$ cat config.mk
export PLATFORM = sky130hd
export DESIGN_NAME = alu_pipe_mul
export DESIGN_NICKNAME = d
export VERILOG_FILES = /design/src/rtl/alu_pipe_mul.sv
export SDC_FILE = /design/constraint.sdc
export NUM_CORES = 1
export LEC_CHECK = 0
export ABC_AREA = 1
export CAP_MARGIN = 10
export CORE_ASPECT_RATIO = 1.1
export CORE_MARGIN = 4
export CORE_UTILIZATION = 55
export CTS_BUF_LIST = sky130_fd_sc_hd__clkbuf_4 sky130_fd_sc_hd__clkbuf_8
export DETAILED_ROUTE_END_ITERATION = 8
export GPL_ROUTABILITY_DRIVEN = 0
export PLACE_DENSITY = 0.85
export SLEW_MARGIN = 10
export SYNTH_ARGS = -nofsm -noshare
export SYNTH_HDL_FRONTEND = slang
export SYNTH_SLANG_ARGS = --single-unit
$ cat constraint.sdc
create_clock -name Clock -period 4.39 [get_ports Clock]
set_input_delay 0.878 -clock Clock [delete_from_list [all_inputs] [get_ports Clock]]
set_output_delay 0.878 -clock Clock [all_outputs]
set_load 0.01 [all_outputs]
$ cat src/rtl/alu_pipe_mul.sv
// Handshaked ALU with full/half width single-cycle ops, a shift-add multiplier and
// a registered result/flag stage. Flags are {Z,C,N,O}.
module alu_pipe_mul #(
    parameter int unsigned W = 16
) (
    input  logic         Clock,
    input  logic         Reset,
    input  logic         InValid,
    output logic         InReady,
    input  logic [W-1:0] A,
    input  logic [W-1:0] B,
    input  logic [4:0]   FunSel,
    input  logic         MulEn,
    input  logic         WF,
    output logic         OutValid,
    input  logic         OutReady,
    output logic [W-1:0] ALUOut,
    output logic [3:0]   FlagsOut
);

    localparam int unsigned H    = W / 2;
    localparam int unsigned CntW = $clog2(W);

    localparam logic [W-1:0] MaskHalf = {{(W - H){1'b0}}, {H{1'b1}}};
    localparam logic [W-1:0] TopFull  = {1'b1, {(W - 1){1'b0}}};
    localparam logic [W-1:0] TopHalf  = {{(W - H){1'b0}}, 1'b1, {(H - 1){1'b0}}};

    typedef enum logic [0:0] {StIdle, StMul} state_e;

    state_e              state_q, state_d;
    logic [CntW-1:0]     cnt_q;
    logic [2*W-1:0]      acc_q;
    logic [2*W-1:0]      mcand_q;
    logic [W-1:0]        mplier_q;
    logic                full_q;
    logic                wf_q;
    logic                out_valid_q;
    logic [W-1:0]        alu_out_q;
    logic [3:0]          flags_q;

    logic                accept;
    logic                full;
    logic [W-1:0]        mask;
    logic [W-1:0]        top;
    logic [W-1:0]        a_m;
    logic [W-1:0]        b_m;
    logic [3:0]          op;

    assign full     = FunSel[4];
    assign op       = FunSel[3:0];
    assign mask     = full ? {W{1'b1}} : MaskHalf;
    assign top      = full ? TopFull : TopHalf;
    assign a_m      = A & mask;
    assign b_m      = B & mask;

    assign InReady  = Reset & (state_q == StIdle) & (~out_valid_q | OutReady);
    assign accept   = InValid & InReady;
    assign OutValid = out_valid_q;
    assign ALUOut   = alu_out_q;
    assign FlagsOut = flags_q;

    // Single-cycle datapath
    logic          cin;
    logic          a_msb;
    logic          b_msb;
    logic [W-1:0]  add_b;
    logic          add_cin;
    logic [W:0]    sum;
    logic [W-1:0]  add_r;
    logic          add_c;
    logic          add_r_msb;
    logic          add_o;
    logic [W-1:0]  shl;
    logic [W-1:0]  shr;
    logic [W-1:0]  res;
    logic          c_new;
    logic          wr_c;
    logic          wr_o;
    logic          wr_n;
    logic [3:0]    single_flags;

    always_comb begin
        cin       = flags_q[2];
        a_msb     = |(a_m & top);
        b_msb     = |(b_m & top);
        add_b     = (op == 4'h6) ? (~b_m & mask) : b_m;
        add_cin   = (op == 4'h6) ? 1'b1 : ((op == 4'h5) ? cin : 1'b0);
        sum       = {1'b0, a_m} + {1'b0, add_b} + {{W{1'b0}}, add_cin};
        add_r     = sum[W-1:0] & mask;
        add_c     = full ? sum[W] : sum[H];
        add_r_msb = |(add_r & top);
        add_o     = (op == 4'h6) ? ((a_msb != b_msb) & (add_r_msb != a_msb))
                                 : ((a_msb == b_msb) & (add_r_msb != a_msb));
        shl       = (a_m << 1) & mask;
        shr       = a_m >> 1;

        res   = '0;
        c_new = cin;
        wr_c  = 1'b0;
        wr_o  = 1'b0;
        wr_n  = 1'b1;
        unique case (op)
            4'h0: res = a_m;
            4'h1: res = b_m;
            4'h2: res = ~a_m & mask;
            4'h3: res = ~b_m & mask;
            4'h4, 4'h5, 4'h6: begin
                res   = add_r;
                c_new = add_c;
                wr_c  = 1'b1;
                wr_o  = 1'b1;
            end
            4'h7: res = a_m & b_m;
            4'h8: res = a_m | b_m;
            4'h9: res = a_m ^ b_m;
            4'hA: res = ~(a_m & b_m) & mask;
            4'hB: begin
                res   = shl;
                c_new = a_msb;
                wr_c  = 1'b1;
            end
            4'hC: begin
                res   = shr;
                c_new = a_m[0];
                wr_c  = 1'b1;
            end
            4'hD: begin
                res   = shr | (a_msb ? top : '0);
                c_new = a_m[0];
                wr_c  = 1'b1;
                wr_n  = 1'b0;
            end
            4'hE: begin
                res   = shl | {{(W - 1){1'b0}}, cin};
                c_new = a_msb;
                wr_c  = 1'b1;
            end
            4'hF: begin
                res   = shr | (cin ? top : '0);
                c_new = a_m[0];
                wr_c  = 1'b1;
            end
            default: res = '0;
        endcase

        single_flags = {res == '0,
                        wr_c ? c_new : flags_q[2],
                        wr_n ? |(res & top) : flags_q[1],
                        wr_o ? add_o : flags_q[0]};
    end

    // Multiplier: the final iteration's sum is captured directly, so the result
    // lands on the Nth edge after accept.
    logic [2*W-1:0] acc_next;
    logic [W-1:0]   mul_lo;
    logic           mul_hi_nz;
    logic [3:0]     mul_flags;
    logic           mul_last;
    logic           mul_done;

    always_comb begin
        acc_next  = acc_q + (mplier_q[0] ? mcand_q : '0);
        mul_lo    = full_q ? acc_next[W-1:0] : {{(W - H){1'b0}}, acc_next[H-1:0]};
        mul_hi_nz = full_q ? |acc_next[2*W-1:W] : |acc_next[W-1:H];
        mul_flags = {mul_lo == '0, mul_hi_nz,
                     |(mul_lo & (full_q ? TopFull : TopHalf)), flags_q[0]};
        mul_last  = full_q ? (cnt_q == CntW'(W - 1)) : (cnt_q == CntW'(H - 1));
    end

    always_comb begin
        state_d  = state_q;
        mul_done = 1'b0;
        unique case (state_q)
            StIdle: if (accept && MulEn) state_d = StMul;
            StMul: begin
                if (mul_last) begin
                    state_d  = StIdle;
                    mul_done = 1'b1;
                end
            end
            default: state_d = StIdle;
        endcase
    end

    always_ff @(posedge Clock or negedge Reset) begin
        if (!Reset) begin
            state_q     <= StIdle;
            cnt_q       <= '0;
            acc_q       <= '0;
            mcand_q     <= '0;
            mplier_q    <= '0;
            full_q      <= 1'b0;
            wf_q        <= 1'b0;
            out_valid_q <= 1'b0;
            alu_out_q   <= '0;
            flags_q     <= '0;
        end else begin
            state_q <= state_d;

            if (accept && MulEn) begin
                full_q   <= full;
                wf_q     <= WF;
                cnt_q    <= '0;
                acc_q    <= '0;
                mcand_q  <= {{W{1'b0}}, a_m};
                mplier_q <= b_m;
            end else if (state_q == StMul) begin
                cnt_q    <= cnt_q + CntW'(1);
                acc_q    <= acc_next;
                mcand_q  <= mcand_q << 1;
                mplier_q <= mplier_q >> 1;
            end

            if (accept && !MulEn) begin
                out_valid_q <= 1'b1;
                alu_out_q   <= res;
                if (WF) flags_q <= single_flags;
            end else if (mul_done) begin
                out_valid_q <= 1'b1;
                alu_out_q   <= mul_lo;
                if (wf_q) flags_q <= mul_flags;
            end else if (OutReady) begin
                out_valid_q <= 1'b0;
            end
        end
    end

endmodule

==> flow_summary.ini, run 1 <==
[route]
viasPerCell = 5.83
drt_iter0_markers = 1363
routedWlPerCell_um = 16.4
drtPass1Iterations = 6
wl_met2_um = 14400
dr_total_vias = 11300
drcViolationCount = 0
ant_nets = 0
met1_length_um = 12700
wirelength_um = 32000
dr_wl_met3_um = 3470
highest_layer = met4

[synthesis]
synth_edf_count = 0
synth_seq_cells = 108
ys_top_cells_by_area = dfrtp_1 (26%), nand2_1 (21%), ha_1 (9.6%)
synthFlopType = dfrtp_1
synth-async-reset-ratio_pct = 100
syn_area_per_cell_um2 = 6.24
yosysTopAreaCell = dfrtp_1
syn-num-nets = 1768
synth_top_area_share_pct = 26.3
ys_types = 42
yosysSeqAreaShare_pct = 26.3
syn_area_um2 = 10300
syn_inst = 1643
yosysWarnings = 0

[timing]
rsz0062_at_grt = no
slew_headroom_pct = 36.3
clock_skew_ps = 11.8
period_share_pct = 91.2
fin_ws_ps = 385
drv_slew = 0
setup_violations = 0
max_freq_mhz = 250
tightest_slew_ps = 956
fin_tns_setup_ps = 0
min_period_ps = 4000
hold_viol_final = 0

[clock_tree]
clk_path_buf_depth = 2
clkSlewWorstSetupHoldPaths_ps = 110
cts_tree = yes
cts_sinks = 108
clk_latency_ps = 380
cts_root_buffer = clkbuf_8
holdBufCountCts = 0
ctsHtreeMaxLevel = 3
post_cts_buffers = 0
cts_buffers = 9
ctsResizeCount = 0

[place]
placed_cell_area_um2 = 11200
dp_slack_ps = 88.6
io_buffers = 64
dp_hpwl_um = 25000

[cells_and_area]
num_antenna_cells = 0
syn2layout_area_growth_pct = 10.8
fin_nets = 1822
drive_gt1_share_pct = 3.82
fin_area_um2 = 11400

[die]
num_rows = 52
die_h_um = 151
die_width_um = 138
core-area_um2 = 18300
start_util_pct = 55.9
die_area_um2 = 20900
ioPinCount = 65

[setup_path]
worstPathMaxFanout = 5
end_kind = register
required_ps = 4690
path_class = primary input to register
cp.arrival_ps = 4310
startpoint_type = primary input

[global_routing]
antenna_found_initial = 0
grt_usage_pct = 30.1
grt_pass1_vias = 10600
grt_pass1_wl_um = 51600
gr-total-overflow = 0
grt_max_degree = 76

[job]
max_cap_violations = 0

[power]
powerDensity_nw_per_um2 = 427
p_leak_nw = 6.31
ir_drop_uv = 261

[run_status]
outcome = complete, no violations

[worst_hold_path]
hold_path.class = primary input to async pin
==> report_power, final <==
| group | internal, mW | switching [mW] | leakage [nW] |
|---|---|---|---|
| logic | 0.950 | 1.60 | 4.81 |
| clock network | 0.216 | 0.366 | 0.0886 |
| registers | 1.39 | 0.320 | 1.41 |
==> sequential cells by signal, summed over array words and instances (netlist names) <==
register  flops
FlagsOut      4
OutValid      1
mcand_q      32
cnt_q         4
mplier_q     16
ALUOut       16
state_q       1
acc_q        32
full_q        1
wf_q          1
==> Yosys cell counts, drive strengths merged, types with 3 or more instances <==
| cell | count |
|---|---|
| nand2 | 570 |
| inv | 267 |
| nor2 | 144 |
| dfrtp | 108 |
| o21ai | 91 |
| ha | 79 |
| nand3 | 78 |
| a21oi | 56 |
| clkbuf | 28 |
| o22ai | 24 |
| nand4 | 22 |
| o211ai | 21 |
| xor2 | 20 |
| nor3 | 19 |
| buf | 16 |
| a221oi | 14 |
| nand3b | 12 |
| a22o | 11 |
| o221ai | 11 |
| a22oi | 10 |
| xnor2 | 7 |
| o21bai | 5 |
| or2 | 5 |
| clkinv | 4 |
| fa | 3 |
==> layout by cell type (no fill, tap or decap), drive strengths merged, types with 3 or more instances in the layout <==
master	netlist	routed
clkinv	4	5
nand2	570	570
o211ai	21	21
o22ai	24	24
xor2	20	20
dfrtp	108	108
o21ai	91	91
a221oi	14	14
a22oi	10	10
ha	79	79
fa	3	3
buf	16	24
nor3	19	19
clkdlybuf4s50	0	63
a22o	11	11
xnor2	7	7
o21bai	5	5
nand3b	12	12
o221ai	11	11
nor2	144	144
clkbuf	28	9
a21oi	56	56
nand4	22	22
inv	267	271
nand3	78	78
or2	5	5
==> area by class of cell <==
| class | instances | area [um2] |
|---|---|---|
| Tap cell | 243 | 304 |
| Fill cell | 1699 | 6980 |
| Inverter | 271 | 1020 |
| Sequential cell | 108 | 2700 |
| Clock inverter | 7 | 57.6 |
| Multi-Input combinational cell | 1220 | 6350 |
| Clock buffer | 9 | 124 |
| Timing Repair Buffer | 87 | 811 |
==> worst max-delay path, cell delays in order <==
cell and delay [ps]:
clkdlybuf4s50_1 550, nand2_2 120, nor2_1 260, xor2_1 140, fa_1 510, fa_1 460
or2_2 320, nand3_1 100, nand2_1 60, a21oi_1 110, nand3_1 90, nand2_1 120
nand3_1 90, nor2_1 120, nand3_1 90, nor2_1 100, nand2_1 70, a21oi_1 130
==> final timing paths <==
path | slack, ps | cells after the start | endpoint | startpoint
worst max-delay path | 390 | 18 | FlagsOut[3] | FunSel[1]
worst min-delay path | 450 | 1 | ALUOut[9] | Reset
worst max register to register | 1120 | 18 | FlagsOut[2] | mplier_q[0]
worst min register to register | 500 | 2 | mplier_q[10] | mplier_q[10]
max in group asynchronous | 2590 | 2 | mplier_q[12] | Reset
min in group Clock | 500 | 2 | mplier_q[10] | mplier_q[10]
==> routing by layer <==
layer	vias to the layer above	track usage, %
li1	5394	-
met1	5102	39.5
met2	707	49.2
met3	132	4.39
met4	0	14.2
met5	-	0
==> cells by family (layout without fill, tap and decap cells) <==
| group | after synthesis | count (layout) | synth area share (%) |
|---|---|---|---|
| DFF | 108 | 108 | 26.3 |
| buffers and inverters | 315 | 374 | 11.9 |
| xor gates and xnor gates | 27 | 27 | 2.31 |
| AOI/OAI and AO/OA | 256 | 256 | 15.3 |
| adders and majority gates | 82 | 82 | 10.2 |
| and+or+nand+nor | 855 | 855 | 34.0 |
==> metrics by stage <==
| stage | std cells | power [mW] | hold slack [ps] | util (%) |
|---|---|---|---|---|
| floorplan | 1643 | 3.35 | 449 | - |
| global placement | 1929 | 4.13 | 462 | 60.9 |
| detailed placement | 1929 | 4.21 | 467 | 60.9 |
| CTS | 1945 | 4.81 | 453 | 61.9 |
| global route | 1945 | 5.20 | 462 | 61.9 |
| finish | 1945 | 4.85 | 451 | 61.9 |
No activity file was read; power rests on OpenSTA's default activity.
==> run 2, diff against run 1 <==
--- a/config.mk
+++ b/config.mk
@@ -10,3 +10,2 @@
 export CORE_ASPECT_RATIO = 1.1
-export CORE_MARGIN = 4
 export CORE_UTILIZATION = 55
--- a/constraint.sdc
+++ b/constraint.sdc
@@ -3,2 +3,2 @@
 set_output_delay 0.878 -clock Clock [all_outputs]
-set_load 0.01 [all_outputs]
+set_load 0.05 [all_outputs]
==> run 2 against run 1 <==
Net effect:
- clock power increased by 3.8%
- flip-flop and latch count unchanged
- wire length decreased by 1.5%
- design area increased by 0.21%
- die area decreased by 8.1%
- fmax increased by 0.67%
- setup slack improved by 27 ps
- clock skew increased by 3.8 ps
- first-iteration DRC count decreased by 0.66%
- worst hold slack improved by 45 ps
- utilization increased by 0.13 points
- global-route usage increased by 2.8 points
- critical endpoint unchanged
- largest power group unchanged
==> flow_summary.ini, run 2 (same netlist as run 1, synthesis figures left out) <==
[die]
start_util_pct = 55.9
num_rows = 52
die_area_um2 = 19200
core-area_um2 = 18300
ioPinCount = 65
die_width_um = 132
die_h_um = 145

[route]
wirelength_um = 31500
dr_total_vias = 11300
drcViolationCount = 0
routedWlPerCell_um = 16.2
drt_iter0_markers = 1354
ant_nets = 0
viasPerCell = 5.83
drtPass1Iterations = 5

[run_status]
outcome = complete, no violations

[timing]
holdWs_ps = 496
period_share_pct = 90.6
fin_ws_ps = 412
setup_violations = 0
max_freq_mhz = 251
clock_skew_ps = 15.6
drv_slew = 0
rsz0062_at_grt = no
slew_headroom_pct = 45.8
tightest_slew_ps = 813
hold_viol_final = 0
fin_tns_setup_ps = 0
min_period_ps = 3980

[global_routing]
gr-total-overflow = 0
grt_usage_pct = 32.9
grt_pass1_vias = 10500
grt_pass1_wl_um = 50700
antenna_found_initial = 1
grt_max_degree = 65

[setup_path]
required_ps = 4680
cp.arrival_ps = 4270
cpMostUsedCell = nand2_1
path_class = primary input to register
startpoint_type = primary input
crit_slowest_cell = clkdlybuf4s50_1
worstPathMaxFanout = 5
max_stage_delay_ps = 550
r2r-start = mplier_q[0]
cp-startpoint = FunSel[1]
crit_chain = clkdlybuf4s50_1, nand2_2, nor2_1, xor2_1, fa_1, fa_1, nand3_1, nand2_1, nand2_1, nand2_1, nand2_1, nand2_1, or2_2, nand3_1, nand2_1, nand2_1, nand3_1, nor2_1, nand2_1, a21oi_1
end_kind = register

[place]
dp_slack_ps = 132
dp_hpwl_um = 24300
io_buffers = 64
dp_cells = 1929

[cells_and_area]
fin_nets = 1822
syn2layout_area_growth_pct = 11.0
final_cell_mix = nand2_1 (562), inv_1 (259), nor2_1 (140)
drive_gt1_share_pct = 3.76
largestRegisters = acc_q (32), mcand_q (32)
final_common_cell = nand2_1
finalNonFillerCells = 1945
fin_util_pct = 62.1

[power]
powerDensity_nw_per_um2 = 450
ir_drop_uv = 324
p_leak_nw = 6.32

[clock_tree]
cts_buffers = 9
cts_tree = yes
ctsHtreeMaxLevel = 3
cts_root_buffer = clkbuf_8
clkSlewWorstSetupHoldPaths_ps = 90
clk_path_buf_depth = 2
ctsResizeCount = 0
holdBufCountCts = 0
post_cts_buffers = 0
cts_sinks = 108
clk_latency_ps = 370

[job]
max_cap_violations = 0

[worst_hold_path]
min_from = mplier_q[10]
hold_path.class = register to register
==> run 2: changes by cell type in the layout (fill, tap and decap cells not counted) <==
cell / previous run / this run
inv_6: 3 / 0
clkbuf_4: 0 / 2
buf_12: 0 / 1
buf_4: 24 / 23
bufinv_16: 0 / 1
clkinv_4: 0 / 1
clkinvlp_4: 2 / 1
diode_2: 0 / 1
inv_8: 1 / 0
==> run 2: layout make-up <==
type                            instances  area [um2]
Antenna cell                            1        2.50
Clock buffer                           11         139
Clock inverter                          4        51.3
Fill cell                            1699        6960
Inverter                              271        1020
Multi-Input combinational cell       1220        6350
Sequential cell                       108        2700
Tap cell                              243         304
Timing Repair Buffer                   87         823
==> run 2: path summary, 6_finish.rpt <==
check / to / slack [ps] / cells after the start
min reg2reg: mplier_q[10] / 500 / 2
min in group asynchronous: OutValid / 590 / 2
max: FlagsOut[3] / 410 / 20
max reg2reg: FlagsOut[2] / 1210 / 20
max in group asynchronous: mcand_q[30] / 2560 / 3
min: mplier_q[10] / 500 / 2
==> run 2: layer usage <==
layer  wire length (um)  track usage, %
met1              12800            43.5
met2              14000            52.1
met3               3160            4.33
met4               1540            17.7
met5                  0               0
==> run 2: through the flow <==
stage          cell area, um2  power (mW)
3_5_place_dp            11200        4.46
4_1_cts                 11400        5.07
3_3_place_gp            11200        4.39
5_1_grt                 11400        5.48
2_1_floorplan           10300        3.61
6_report                11400        5.12
==> run 2: power by group <==
part           switching [mW]  leakage, nW  internal (mW)
Clock                   0.330       0.0962          0.274
Combinational            1.89         4.81          0.950
Sequential              0.284         1.41           1.39
Total                    2.50         6.32           2.62
==> run 2: worst max-delay path, delay by kind of cell <==
kind	cells	cell delay [ps]
AND/OR/NAND/NOR	15	1620
buffers and inverters	1	550
adder cells (fa/ha/maj)	2	950
AO/OA/AOI/OAI	1	130
XOR/XNOR	1	130
